$ cat src/rtl/bram_row_reader_if.sv
`default_nettype none
// +----------------------------------------------------------------------+
// | bram_row_reader_if: start/abort control, BRAM port-B and FIFO push    |
// | signals for the row reader.  Rev 1.0                                  |
// +----------------------------------------------------------------------+
interface bram_row_reader_if #(
  parameter int ADDR_W = 8,
  parameter int CNT_W  = 9
);
  logic              start;
  logic              abort;
  logic [ADDR_W-1:0] base_addr;
  logic [CNT_W-1:0]  word_count;
  logic              enb;
  logic [ADDR_W-1:0] addrb;
  logic [63:0]       doutb;
  logic              fifo_push;
  logic [63:0]       fifo_data;
  logic [3:0]        fifo_count;
  logic              busy;
  logic              done;

  modport master (
    input  start, abort, base_addr, word_count, doutb, fifo_count,
    output enb, addrb, fifo_push, fifo_data, busy, done
  );

  modport slave (
    output start, abort, base_addr, word_count, doutb, fifo_count,
    input  enb, addrb, fifo_push, fifo_data, busy, done
  );
endinterface
`default_nettype wire

$ cat src/rtl/bram_row_reader.sv
`default_nettype none
// +----------------------------------------------------------------------+
// | bram_row_reader: reads a run of 64-bit BRAM words into the window     |
// | FIFO, one outstanding read at a time.  Rev 1.0                        |
// +----------------------------------------------------------------------+
module bram_row_reader #(
  parameter int ADDR_W    = 8,
  parameter int CNT_W     = 9,
  parameter int FIFO_ROOM = 7
) (
  input  wire logic         clk,
  input  wire logic         reset_n,
  bram_row_reader_if.master bus
);

  localparam logic [3:0] c_fifo_room = 4'(FIFO_ROOM);

  typedef enum logic [1:0] {
    S_IDLE  = 2'd0,
    S_ISSUE = 2'd1,
    S_WAIT  = 2'd2,
    S_DONE  = 2'd3
  } state_t;

  state_t            r_state;
  logic [ADDR_W-1:0] r_addr;
  logic [CNT_W-1:0]  r_remaining;

  logic w_room;
  logic w_enb;
  logic w_push;

  always_ff @(posedge clk) begin
    if (!reset_n) begin
      r_state     <= S_IDLE;
      r_addr      <= '0;
      r_remaining <= '0;
    end else begin
      case (r_state)
        S_IDLE: begin
          if (bus.start) begin
            if (bus.word_count != '0) begin
              r_addr      <= bus.base_addr;
              r_remaining <= bus.word_count;
              r_state     <= S_ISSUE;
            end else begin
              r_state <= S_DONE;
            end
          end
        end
        S_ISSUE: begin
          if (bus.abort)  r_state <= S_IDLE;
          else if (w_room) r_state <= S_WAIT;
        end
        S_WAIT: begin
          if (bus.abort) begin
            r_state <= S_IDLE;
          end else begin
            r_addr      <= r_addr + 1'b1;
            r_remaining <= r_remaining - 1'b1;
            r_state     <= (r_remaining == CNT_W'(1)) ? S_DONE : S_ISSUE;
          end
        end
        S_DONE:  r_state <= S_IDLE;
        default: r_state <= S_IDLE;
      endcase
    end
  end

  // Room checked at issue still holds at push: only one read is ever in flight.
  assign w_room = (bus.fifo_count <= c_fifo_room);
  assign w_enb  = reset_n && (r_state == S_ISSUE) && w_room && !bus.abort;
  assign w_push = reset_n && (r_state == S_WAIT) && !bus.abort;

  assign bus.enb       = w_enb;
  assign bus.addrb     = w_enb ? r_addr : '0;
  assign bus.fifo_push = w_push;
  assign bus.fifo_data = w_push ? bus.doutb : 64'd0;
  assign bus.busy      = reset_n && (r_state != S_IDLE);
  assign bus.done      = reset_n && (r_state == S_DONE);

endmodule
`default_nettype wire

$ cat src/flat_wrapper.sv
// flat-port wrapper written by rule: the top's interface ports become plain ports
module bram_row_reader_flat 
#(
  parameter int ADDR_W    = 8,
  parameter int CNT_W     = 9,
  parameter int FIFO_ROOM = 7
)
  (clk, reset_n, bus_start, bus_abort, bus_base_addr, bus_word_count, bus_doutb, bus_fifo_count, bus_enb, bus_addrb, bus_fifo_push, bus_fifo_data, bus_busy, bus_done);
  bram_row_reader_if #(.ADDR_W(ADDR_W), .CNT_W(CNT_W)) bus_i ();
  input  wire logic clk;
  input  wire logic reset_n;
  input wire logic [$bits(bus_i.start)-1:0] bus_start;
  input wire logic [$bits(bus_i.abort)-1:0] bus_abort;
  input wire logic [$bits(bus_i.base_addr)-1:0] bus_base_addr;
  input wire logic [$bits(bus_i.word_count)-1:0] bus_word_count;
  input wire logic [$bits(bus_i.doutb)-1:0] bus_doutb;
  input wire logic [$bits(bus_i.fifo_count)-1:0] bus_fifo_count;
  output wire logic [$bits(bus_i.enb)-1:0] bus_enb;
  output wire logic [$bits(bus_i.addrb)-1:0] bus_addrb;
  output wire logic [$bits(bus_i.fifo_push)-1:0] bus_fifo_push;
  output wire logic [$bits(bus_i.fifo_data)-1:0] bus_fifo_data;
  output wire logic [$bits(bus_i.busy)-1:0] bus_busy;
  output wire logic [$bits(bus_i.done)-1:0] bus_done;
  assign bus_i.start = bus_start;
  assign bus_i.abort = bus_abort;
  assign bus_i.base_addr = bus_base_addr;
  assign bus_i.word_count = bus_word_count;
  assign bus_i.doutb = bus_doutb;
  assign bus_i.fifo_count = bus_fifo_count;
  assign bus_enb = bus_i.enb;
  assign bus_addrb = bus_i.addrb;
  assign bus_fifo_push = bus_i.fifo_push;
  assign bus_fifo_data = bus_i.fifo_data;
  assign bus_busy = bus_i.busy;
  assign bus_done = bus_i.done;
  bram_row_reader #(.ADDR_W(ADDR_W), .CNT_W(CNT_W), .FIFO_ROOM(FIFO_ROOM)) u_core (.clk(clk), .reset_n(reset_n), .bus(bus_i));
endmodule
$ cat config.mk
export PLATFORM = sky130hd
export DESIGN_NAME = bram_row_reader_flat
export DESIGN_NICKNAME = d
export VERILOG_FILES = /design/src/rtl/bram_row_reader_if.sv /design/src/rtl/bram_row_reader.sv /design/src/flat_wrapper.sv
export SDC_FILE = /design/constraint.sdc
export NUM_CORES = 1
export LEC_CHECK = 0
export BUFFER_PORTS_ARGS = -buffer_cell sky130_fd_sc_hd__buf_2
export CAP_MARGIN = 0
export CORE_UTILIZATION = 35
export DETAILED_ROUTE_END_ITERATION = 16
export GPL_TIMING_DRIVEN = 0
export PLACE_DENSITY = 0.78
export SYNTH_ARGS = -nofsm -noshare
export SYNTH_HDL_FRONTEND = slang
export SYNTH_SLANG_ARGS = --single-unit
$ cat constraint.sdc
create_clock -name clk -period 1.3 [get_ports clk]
set_input_delay 0.065 -clock clk [delete_from_list [all_inputs] [get_ports clk]]
set_output_delay 0.065 -clock clk [all_outputs]
set_load 0.01 [all_outputs]
==> results of run 1 <==
==> worst max-delay path: cells and delay by family, from the launching register on <==
family / cells / cell delay, ns
buffers and inverters: 4 / 0.57
AND/OR/NAND/NOR: 3 / 0.41
flip-flops: 1 / 0.34
==> cell usage in the layout, fill, tap and decap left out, types with 3 or more instances in the layout <==
cell       netlist  layout
a21oi_1         17      13
a21oi_2          0       4
and2_1          74      44
and2_4           0      30
and3_1           8       5
and3_4           0       3
buf_12           0       3
buf_2           10     134
buf_4            0      19
buf_6            4      46
buf_8            0       5
clkbuf_16        0       3
clkbuf_8         0       4
dfxtp_1         19      13
dfxtp_4          0       5
nand2_1          8       8
nand2b_1         5       4
nand2b_4         1       3
nand3_1          4       3
nor2_1          15      11
nor2_2           0       3
nor3_1           5       4
nor3b_4          0       3
nor4_4           0       3
o21ai_0          5       4
o311ai_4         2       7
o31ai_2          2       6
==> worst paths after layout <==
kind	from	end	slack (ns)
worst min-delay path	bus_base_addr[0]	u_core.r_addr[0]	0.06
worst max register to register	u_core.r_state[1]	u_core.r_addr[6]	-0.31
worst min register to register	u_core.r_remaining[1]	u_core.r_remaining[1]	0.52
worst max-delay path	u_core.r_state[1]	bus_fifo_data[6]	-0.35
==> state kept, by name (all words and copies together) (netlist names) <==
name                count
u_core.r_addr           8
u_core.r_remaining      9
u_core.r_state          2
==> layout make-up <==
class | count | area [um2] | area share
buffer | 18 | 200 | 0.0509
tap | 70 | 87.6 | 0.0223
multi-input combinational | 201 | 1810 | 0.461
inverter | 4 | 17.5 | 0.00445
clock buffer | 4 | 45.0 | 0.0115
sequential | 19 | 400 | 0.102
timing repair buffer | 196 | 1370 | 0.348
==> what timing repair did <==
| item | 4_1_cts | 5_1_grt |
|---|---|---|
| pin swaps | 11 | 45 |
| gates resized for setup | 55 | 113 |
| setup buffers | 18 | 9 |
| cloned | 1 | 7 |
| setup endpoints to repair | 93 | 94 |
==> synthesized netlist by cell type, types with 3 or more instances <==
cell type / instances / area share
nand2b_1: 5 / 0.017
nand2_1: 8 / 0.016
o21ai_0: 5 / 0.013
a21oi_1: 17 / 0.045
dfxtp_1: 19 / 0.20
and3_1: 8 / 0.026
o311ai_2: 6 / 0.052
clkbuf_1: 4 / 0.0079
o31ai_1: 6 / 0.024
buf_2: 10 / 0.026
o21ai_1: 3 / 0.0079
inv_1: 3 / 0.0060
ha_1: 3 / 0.020
nor3_1: 5 / 0.013
buf_6: 4 / 0.024
nor4_1: 5 / 0.017
nor2_1: 15 / 0.030
and2_1: 74 / 0.24
nand3_1: 4 / 0.011
nor3b_1: 3 / 0.012
==> cells by family after synthesis <==
family	Yosys count
mux	1
flops	19
fa+ha+maj	3
buf+inv	22
compound gates	59
simple gates	138
==> power by group through the flow <==
stage	registers, W	clock network, W	logic, W
2_1_floorplan	0.000687	0	0.000271
3_3_place_gp	0.000700	0	0.000457
3_5_place_dp	0.000702	0	0.000468
4_1_cts	0.000698	0.000441	0.000568
5_1_grt	0.000714	0.000462	0.000789
6_report	0.000708	0.000442	0.000746
==> routing by layer <==
layer / vias to the layer above / GRT usage / share of wire
met5: - / 0 / 0
met4: 0 / 0.0926 / 0.033
met3: 38 / 0.0635 / 0.086
met2: 176 / 0.459 / 0.51
met1: 1297 / 0.314 / 0.37
li1: 1272 / - / -
==> stage by stage <==
step,util,instance area [um2]
after floorplan,-,1950
after global placement,0.552,2840
after detailed placement,0.552,2840
after CTS,0.638,3280
after global routing,0.765,3930
final,0.765,3930
==> results.md, run 1 <==
- The power density of the placed cells is 482 nW/um2.
- The vias after detailed routing is 2783.
- The post-synthesis mux area share is 0.00529.
- The cell with the largest stage delay on the worst path is dfxtp_2.
- The number of warnings printed during yosys synthesis is 0.
- The dominant cell type by count on the critical path is buf_6.
- The worst slack after detailed placement is -0.317 ns.
- The detail route stage leaves a number of antenna-violating nets equal to 0.
- The most used flip-flop cell after synthesis is dfxtp_1.
- Synthesis produced a netlist with a net count of 334.
- For the worst flop-to-flop path, the logic depth is 7.
- The design draws 0.00190 W.
- In the final layout, the share of cells above drive strength 1 is 0.704.
- Of the total synthesized cell area, the portion taken by XOR and XNOR cells is 0.
- Of the total power, registers draw 0.373.
- Setup repair after global routing could not meet its margin everywhere.
- Entering global routing, the biggest net connects 11 pins.
- The count of non-filler cells in the finished layout is 512.
- The category of the worst setup path capture point is an output port.
- The highest clock rate is 0.606 GHz.
- The worst hold-check path type is input port to flip-flop.
- The number of DRC violations after detailed routing is 0.
- The worst setup skew after layout is 0.00511 ns.
- Traced cell by cell, the critical path runs through buf_6, nand2b_4, nor2_4, buf_8, buf_6, and2_1, buf_2.
- Summed over all failing endpoints, the final setup total negative slack is -25.63 ns.
- The number of hold-slack violations in the final timing report is 0.
- The HPWL after detailed placement is 5.46 mm.
- The flow ran to the end, but the final reports show violations.
- Of the total power, the clock network draws 0.233.
- The congestion estimate from routability-driven global placement came to 0.845.
- The proportion of synthesized chip area in sequential cells is 0.201.
- In this run the static leakage power is 1.87 nW.
- At the later pin of the worst-skew pair, clock insertion delay measures 0.27 ns.
- No sink is reached through more buffers than the 2 on the longest clock path.
- TritonCTS built the clock tree.
- The final number of setup-violating endpoints is 92.
- The number of global-route vias before repair is 2261.
- The level count of the clock H-tree is 1.
- In the final design database the tool counted 535 nets.
- The kind of critical path is flip-flop to output port.
- Synthesis inferred 19 register bits.
- The initial antenna violation count is 0.
- Across every metal layer, demand over resource in global routing totals 0.263.
- CTS placed an instance of clkbuf_8 at the clock tree root.
- The height of the die is 75.5 um.
- Summed over all nets, the switching power comes to 0.000663 W.
- Internal power comes to 0.00123 W.
- The compound-cell area share of the yosys netlist was 0.267.
- The area share of fa/ha/maj cells after synthesis is 0.0199.
- The logic gate share of total power is 0.393.
- The quantity of I/O buffers inserted on ports is 161.
- Wires add up to 9.57 mm.
- The area of the core is 5140 um2.
- Counting the fill cells in the layout gives 351.
- The number of rows created at floorplan is 26.
- The number of pins with negative max-slew slack in the final report was 0.
- 0 antenna diodes ended up in the layout.
- Headroom to the max-slew limit came out at 0.410.
- Summing every instance area after synthesis gives 1890 um2.
- The worst hold path was traced through 3 stages.
- Counting the buffers created by CTS gives 3.
- Counting flops with a built-in enable in the synthesized netlist gives 0.
- The stage delay of the slowest cell on the critical path is 0.34 ns.
- Of the total synthesized cell area, the portion taken by AND, OR, NAND and NOR gates is 0.441.
- The final reports fail on setup timing.
- The die is 75.5 um wide.
- The violation count after the first detailed-routing iteration is 171.
- The largest family of logic cells by synthesized area is simple AND/OR/NAND/NOR gates.
- The I/O pin count is 165.
- At the pin with the least slew margin, the transition time is 0.885 ns.
- The total clock sinks is 19.
- Dividing the final minimum period by the clock period gives 1.27.
- Dividing the detail-routed via count by the number of cells gives 5.44.
- In this run the worst path has a maximum fanout of 10.
- The clock-pin transition on the worst setup and hold timing paths is 0.08 ns.
- Global routing finished with a remaining overflow of 0.
- The full die area is 5700 um2.
- The minimum hold slack is 0.0633 ns.
- Of all flip-flops after synthesis, the portion carrying an async set or reset was 0.
- The hold buffer count at CTS is 0.
- The shortest clock period the worst path allows after layout is 1.65 ns.
- The wire length per cell after detailed routing is 18.7 um.
- The final worst-path setup slack is -0.351 ns.
- Across the VDD grid, the largest voltage drop is 0.653 mV.
- The worst path arrival time is 1.59 ns.
- The initial utilization of the core area, before any placement, comes to 0.368.
- From synthesis to final layout, the design area changed by 108%.
- For this run, the detailed router's first-pass iteration total came to 5.
- In this run, placement finished with an instance count of 473.
- After synthesis, the mean cell area works out to 7.81 um2.
- The number of cells produced by synthesis is 242.
- Across the run, the number of max-cap violations was 0.
- Data on the critical path is required at its endpoint by 1.24 ns.
- The global-route wire length before repair is 11.2 mm.
- After synthesis, the netlist uses 47 different library cells.
- The net switching share of the total power is 0.349.
- STA classifies the critical path startpoint as a flip-flop.
(Power assumes the default switching activity.)
==> run 2: changes to the inputs <==
Settings changed: CELL_PAD_IN_SITES_DETAIL_PLACEMENT from default to 1, CELL_PAD_IN_SITES_GLOBAL_PLACEMENT from default to 2, CORE_UTILIZATION 35 to 17, PLACE_DENSITY 0.78 to 0.79.
==> run 2 against run 1 <==
Effect of this change: the flow still finishes with violations (setup timing); hold slack lost 0.016 ns; clock skew barely moved; register-to-register slack got worse by 0.04 ns; critical path depth unchanged; first-iteration DRC count is 58% lower; sequential power barely moved; core utilization shrank 40 points; wire length grew 6.1%; sequential share of layout area fell by 0.28 points; final area is 0.86% higher; combinational power shrank 7.4%; clock-buffer cell count did not move; largest cell class unchanged; highest routed layer unchanged.
==> results.md, run 2 (synthesis gave the netlist of run 1 again) <==
- The net switching share of the total power is 0.344 (-0.00519).
- The die width came to 107 um (+42%).
- The worst reg2reg path depth is 10 (+3).
- The clock buffer count from CTS is 3 (unchanged).
- The number of antenna diodes is 0 (unchanged).
- The buffer levels on the longest clock path came to 2 (unchanged).
- In this run the critical register-to-register path is captured at u_core.r_remaining[6].
- The worst setup path is captured at an output port.
- The max-capacitance violation count was 0 (unchanged).
- The leftover overflow at the end of global routing is 0 (unchanged).
- The placed cell count is 543 (+15%).
- The area growth from synthesis to layout is 110%.
- The violation count after the first detailed-routing iteration is 71 (-58%).
- The final worst-path setup slack is -0.348 ns (+0.00349 ns).
- The internal power component was 0.00122 W (-1.5%).
- The most critical setup path has its startpoint at u_core.r_state[1].
- The remaining max-slew budget at the tightest pin is 0.368 (-0.0420).
- The initial antenna violation count is 0 (unchanged).
- The number of pins with negative max-slew slack in the final report is 0 (unchanged).
- The cell depth of the worst hold path is 3 (unchanged).
- The worst hold path terminates at u_core.r_addr[1].
- The largest registers in the layout are u_core.r_remaining (9), u_core.r_addr (8), u_core.r_state (2).
- The relative contribution of the clock network to total power came to 0.246 (+0.013).
- The area of the core is 10800 um2 (+110%).
- The clock tree root buffer cell is clkbuf_8.
- The instance area at placement was 2930 um2 (+3.1%).
- The effective utilization at floorplan was 0.174 (-0.193).
- The ratio of routed vias to standard cells is 4.60 (-15%).
- The total clock sinks is 19 (unchanged).
- In this run the most critical hold path is launched from bus_base_addr[1].
- The peak ir drop on the vdd network is 0.314 mV (-52%).
- The run finished, with violations left.
- The level count of the clock H-tree is 1 (unchanged).
- The register with the most flip-flops in the final layout is u_core.r_remaining.
- The quantity of I/O buffers inserted on ports is 161 (unchanged).
- The number of fill cells in the layout is 1279 (+260%).
- The total design power is 0.00185 W (-2.3%).
- The shortest clock period the worst path allows after layout is 1.65 ns (-0.00349 ns).
- The maximum number of pins on one net before global-route repair was 11 (unchanged).
- The I/O pin count is 165 (unchanged).
- Leaving out fill and tap cells, the most frequent cell in the layout is buf_2.
- The clock-pin transition on the worst setup and hold timing paths is 0.08 ns (about the same).
- The switching power is 0.000638 W (-3.8%).
- The number of optimization iterations in the first detailed-route pass is 4 (-1).
- The relative contribution of sequential cells to total power is 0.381 (+0.008).
- The total leakage power was 1.87 nW (about the same).
- The library cells used most frequently in the layout, excluding fill and tap cells, are 128 x buf_2, 53 x buf_6, 41 x and2_1, 33 x and2_4, 20 x buf_4.
- The number of nets in the layout is 535 (unchanged).
- The half-perimeter wire length after detailed placement is 7.10 mm (+30%).
- The checks that failed: setup timing.
- The setup slack of the most critical reg-to-reg path is -0.35 ns (-0.04 ns).
- The top fanout value on the critical path is 9 (-1).
- The setup path with the least slack is of type flip-flop to output port.
- The vias after detailed routing is 2680 (-3.7%).
- The number of hold-slack violations in the final timing report is 0 (unchanged).
- The share of final-layout standard cells stronger than drive strength 1 is 0.697 (-0.00679).
- The area of all placed cells without fillers was 3970 um2 (+0.86%).
- The global-route wire length before repair is 13.7 mm (+22%).
- The worst setup path is launched from a flip-flop.
- The number of nets with antenna violations after routing is 0 (unchanged).
- The power density of the placed cells is 467 nW/um2 (-3.1%).
- The flip-flop count of the largest register after layout is 9 (unchanged).
- The number of global-route vias before repair came to 2594 (+15%).
- The number of DRC violations after detailed routing is 0 (unchanged).
- The clock latency reported for the late side of the worst-skew pair was 0.27 ns (about the same).
- The final number of setup-violating endpoints is 94 (+2.2%).
- The worst endpoint required time is 1.24 ns (about the same).
- The height of the die was 107 um (+42%).
- The overall fraction of global-route tracks in use was 0.153 (-0.110).
- The worst path arrival time is 1.58 ns (about the same).
- The final weighted congestion in routability-driven placement is 0.803 (-5.0%).
- The part of the cycle the worst path needs is 1.27 (-0.00269).
- The number of rows created at floorplan is 38 (+46%).
- The TritonCTS clock tree is built.
- The full die area is 11500 um2 (+100%).
- The highest clock rate is 0.607 GHz (+0.21%).
- The wire length per cell after detailed routing was 17.4 um (-6.6%).
- The worst setup skew after layout is 0.00476 ns (-0.000353 ns).
- Setup repair after global routing could not meet its margin everywhere.
- In this run the critical register-to-register path is launched from u_core.r_state[1].
- The total length of routed wires is 10.2 mm (+6.1%).
- The count of non-filler cells in the finished layout is 582 (+14%).
- The transition time at the pin with the least slew margin came to 0.948 ns (+0.0630 ns).
- The logic gate share of total power is 0.373 (-0.020).
- The worst hold-check path type is input port to flip-flop.
[run 2: metrics by stage]
stage | setup slack [ns] | TNS [ns] | utilization | hold WS (ns)
4_1_cts | -0.301 | -22.81 | 0.303 | 0.0452
2_1_floorplan | -0.0358 | -0.266 | - | 0.168
6_report | -0.348 | -26.22 | 0.366 | 0.0470
5_1_grt | -0.425 | -32.99 | 0.366 | 0.0617
3_3_place_gp | -0.376 | -20.13 | 0.270 | 0.344
3_5_place_dp | -0.391 | -21.90 | 0.270 | 0.336
[run 2: worst max path at each step]
| stage | endpoint | slack [ns] | cells after the start |
|---|---|---|---|
| 2_1_floorplan | u_core.r_addr[6] | -0.04 | 5 |
| 3_3_place_gp | u_core.r_remaining[2] | -0.38 | 6 |
| 3_5_place_dp | u_core.r_remaining[3] | -0.39 | 6 |
| 4_1_cts | bus_addrb[0] | -0.30 | 6 |
| 5_1_grt | bus_fifo_data[39] | -0.42 | 7 |
| 6_report | bus_fifo_data[39] | -0.35 | 7 |
[run 2: repair_timing]
action,4_1_cts,5_1_grt
pin swaps,8,28
setup endpoints to repair,93,94
buffers inserted,12,16
hold buffers,0,0
resized for setup,60,116
gates cloned,2,6
[run 2: cell type report]
type | count | area, um2 | area share
Multi-Input combinational cell | 201 | 1760 | 0.443
Timing Repair Buffer | 197 | 1380 | 0.347
Sequential cell | 19 | 393 | 0.0990
Buffer | 17 | 204 | 0.0514
Tap cell | 140 | 175 | 0.0442
Clock buffer | 4 | 45.0 | 0.0114
Inverter | 4 | 15.0 | 0.00378
[run 2: worst max-delay path, stage by stage, from the launching register on]
cell	delay, ns
dfxtp_2	0.35
buf_6	0.14
nand2b_4	0.08
nor2_4	0.17
buf_8	0.17
buf_2	0.14
and2_1	0.13
buf_2	0.13
[run 2: routing by layer]
layer | global-route usage | wire length [um] | up-vias
li1 | - | - | 1267
met1 | 0.184 | 4010 | 1312
met2 | 0.280 | 5480 | 93
met3 | 0.0254 | 586 | 8
met4 | 0.0362 | 70 | 0
met5 | 0 | 0 | -
[run 2: power by group through the flow]
stage / combinational [W] / clock, W / sequential, W
after floorplan: 0.000271 / 0 / 0.000687
after global placement: 0.000476 / 0 / 0.000702
after detailed placement: 0.000486 / 0 / 0.000706
after CTS: 0.000520 / 0.000459 / 0.000693
after global routing: 0.000747 / 0.000482 / 0.000712
final: 0.000691 / 0.000455 / 0.000706
==> run 3: changes to the inputs <==
Settings changed: REMOVE_ABC_BUFFERS from default to 1, SKIP_LAST_GASP from default to 1.
==> run 3 against run 2 <==
Effect of this change: the run still ends with setup timing left; via count rose by 0.93%; setup slack improved by 0.039 ns; first-iteration DRC count rose to 2.7 times the previous value; sequential power barely moved; power rose by 3.1%; clock-buffer cell count did not move; wire length rose by 5.2%; critical path depth did not move; combinational power rose by 9.7%; critical endpoint is now u_core.r_addr[0].
==> results.md, run 3 (synthesis gave the netlist of run 1 again) <==
- Leaving out fill and tap cells, the most frequent cell in the layout is buf_2.
- The initial antenna violation count came to 0 (unchanged).
- STA classifies the critical path endpoint as a flip-flop.
- The checks that failed: setup timing.
- The total design power is 0.00191 W (+3.1%).
- The I/O pin count is 165 (unchanged).
- The power density of the placed cells is 484 nW/um2 (+3.6%).
- The violation count after the first detailed-routing iteration was 190 (+170%).
- The leftover overflow at the end of global routing was 0 (unchanged).
- The clock buffer count from CTS was 3 (unchanged).
- The transition time at the pin with the least slew margin is 0.765 ns (-0.183 ns).
- The number of optimization iterations in the first detailed-route pass came to 4 (unchanged).
- CTS placed an instance of clkbuf_8 at the clock tree root.
- The worst endpoint required time was 1.46 ns (+0.22 ns).
- The worst path arrival time is 1.77 ns (+0.19 ns).
- The effective utilization at floorplan is 0.174 (unchanged).
- The placed cell count is 525 (-3.3%).
- The peak ir drop on the vdd network is 0.270 mV (-14%).
- The area of the core was 10800 um2 (unchanged).
- The part of the cycle the worst path needs is 1.24 (-0.0303).
- The flow ran to the end, but the final reports show violations.
- The area of all placed cells without fillers came to 3950 um2 (-0.44%).
- The number of nets in the layout was 535 (unchanged).
- The full die area is 11500 um2 (unchanged).
- The number of global-route vias before repair is 2639 (+1.7%).
- The number of antenna diodes is 0 (unchanged).
- The switching power is 0.000673 W (+5.5%).
- The total clock sinks came to 19 (unchanged).
- The vias after detailed routing is 2705 (+0.93%).
- The relative contribution of sequential cells to total power is 0.371 (-0.010).
- The number of DRC violations after detailed routing is 0 (unchanged).
- The clock-pin transition on the worst setup and hold timing paths came to 0.08 ns (about the same).
- The share of final-layout standard cells stronger than drive strength 1 was 0.701 (+0.00452).
- The ratio of routed vias to standard cells is 4.65 (+0.93%).
- The number of pins with negative max-slew slack in the final report is 0 (unchanged).
- The routing usage on met1 is 0.214 (+0.0307).
- The total leakage power is 1.83 nW (-2.3%).
- The max-capacitance violation count came to 0 (unchanged).
- The highest clock rate came to 0.622 GHz (+2.4%).
- The half-perimeter wire length after detailed placement is 6.08 mm (-14%).
- The shortest clock period the worst path allows after layout is 1.61 ns (-0.0394 ns).
- The routing usage on met3 was 0.0176 (-0.00787).
- The startpoint type of the worst setup path is a flip-flop.
- The met2 usage was 0.274 (-0.00599).
- The flip-flop count of the largest register after layout is 9 (unchanged).
- The remaining max-slew budget at the tightest pin is 0.486 (+0.118).
- The count of non-filler cells in the finished layout is 582 (unchanged).
- The worst setup skew after layout is 0.00640 ns (+0.00164 ns).
- The number of hold-slack violations in the final timing report came to 0 (unchanged).
- The relative contribution of the clock network to total power is 0.233 (-0.013).
- The final weighted congestion in routability-driven placement is 0.699 (-13%).
- The wire length per cell after detailed routing is 18.3 um (+5.2%).
- The die width is 107 um (unchanged).
- The final worst-path setup slack is -0.308 ns (+0.0394 ns).
- The total length of routed wires is 10.7 mm (+5.2%).
- The kind of critical path is flip-flop to flip-flop.
- The buffer levels on the longest clock path came to 2 (unchanged).
- Setup repair after global routing could not meet its margin everywhere.
- The top fanout value on the critical path is 7 (-2).
- The top cell types in the final layout, fill and taps aside, are 127 x buf_2, 47 x buf_6, 41 x and2_1, 33 x and2_4, 26 x buf_4.
- The clock latency reported for the late side of the worst-skew pair was 0.26 ns (about the same).
- The number of nets with antenna violations after routing is 0 (unchanged).
- The height of the die came to 107 um (unchanged).
- More flip-flops sit in one register than any other, and that register is u_core.r_remaining.
- The hold buffer count at CTS is 0 (unchanged).
- The instance area at placement came to 2770 um2 (-5.4%).
- The largest registers in the layout are u_core.r_remaining (9), u_core.r_addr (8), u_core.r_state (2).
- The layer with the highest usage is met2.
- The maximum number of pins on one net before global-route repair came to 19 (+8).
- The logic gate share of total power is 0.396 (+0.023).
- The overall fraction of global-route tracks in use is 0.162 (+0.00947).
- TritonCTS built the clock tree.
- Relative to the synthesized area, the layout overhead comes to 109%.
- The worst slack after detailed placement is -1.17 ns (-0.776 ns).
- The final number of setup-violating endpoints is 92 (-2.1%).
- The number of rows created at floorplan came to 38 (unchanged).
- The global-route wire length before repair is 14.6 mm (+6.9%).
- The level count of the clock H-tree is 1 (unchanged).
- The internal power component came to 0.00124 W (+1.9%).
- The aggregate negative setup slack was -19.46 ns (+6.76 ns).
- The net switching share of the total power is 0.352 (+0.00798).
- The tightest min-delay check is of the input port to flip-flop type.
- The quantity of I/O buffers inserted on ports was 161 (unchanged).
## run 3: worst paths after layout
check | from | endpoint | slack [ns] | cells past startpoint
max | u_core.r_state[1] | u_core.r_addr[0] | -0.31 | 7
min | bus_base_addr[1] | u_core.r_addr[1] | 0.08 | 3
max reg2reg | u_core.r_state[1] | u_core.r_addr[0] | -0.31 | 7
min reg2reg | u_core.r_addr[7] | u_core.r_addr[7] | 0.49 | 2
## run 3: critical path, cell delays in order (launching register included)
cell and delay, ns:
dfxtp_4 0.40, buf_6 0.14, nand2b_4 0.16, a21oi_4 0.18
buf_12 0.16, buf_4 0.13, a31oi_4 0.08, a311oi_2 0.26
## run 3: per-layer routing
layer  vias up  wire length, um
li1       1279                -
met1      1353             4560
met2        67             5660
met3         6              381
met4         0               76
met5         -                0
## run 3: cell type report
class | count | area (um2)
fill | 1296 | 6890
multi-input combinational | 208 | 1810
timing repair buffer | 207 | 1500
sequential | 19 | 404
tap | 140 | 175
clock buffer | 4 | 45.0
inverter | 4 | 20.0
## run 3: through the flow
step,hold WS (ns),utilization
5_1_grt,0.0994,0.364
3_5_place_dp,0.365,0.255
4_1_cts,0.0836,0.334
2_1_floorplan,0.184,-
6_report,0.0847,0.364
3_3_place_gp,0.357,0.255
## run 3: power groups by stage
stage	Clock [W]	Sequential (W)	Combinational, W
3_5_place_dp	0	0.000706	0.000436
6_report	0.000445	0.000709	0.000758
5_1_grt	0.000478	0.000715	0.000805
2_1_floorplan	0	0.000687	0.000219
3_3_place_gp	0	0.000703	0.000424
4_1_cts	0.000441	0.000701	0.000592
## run 3: repair_timing
item	CTS	global route
pin swaps	33	34
cloned	7	2
gates resized for setup	97	60
setup endpoints to repair	95	94
buffers inserted	32	15
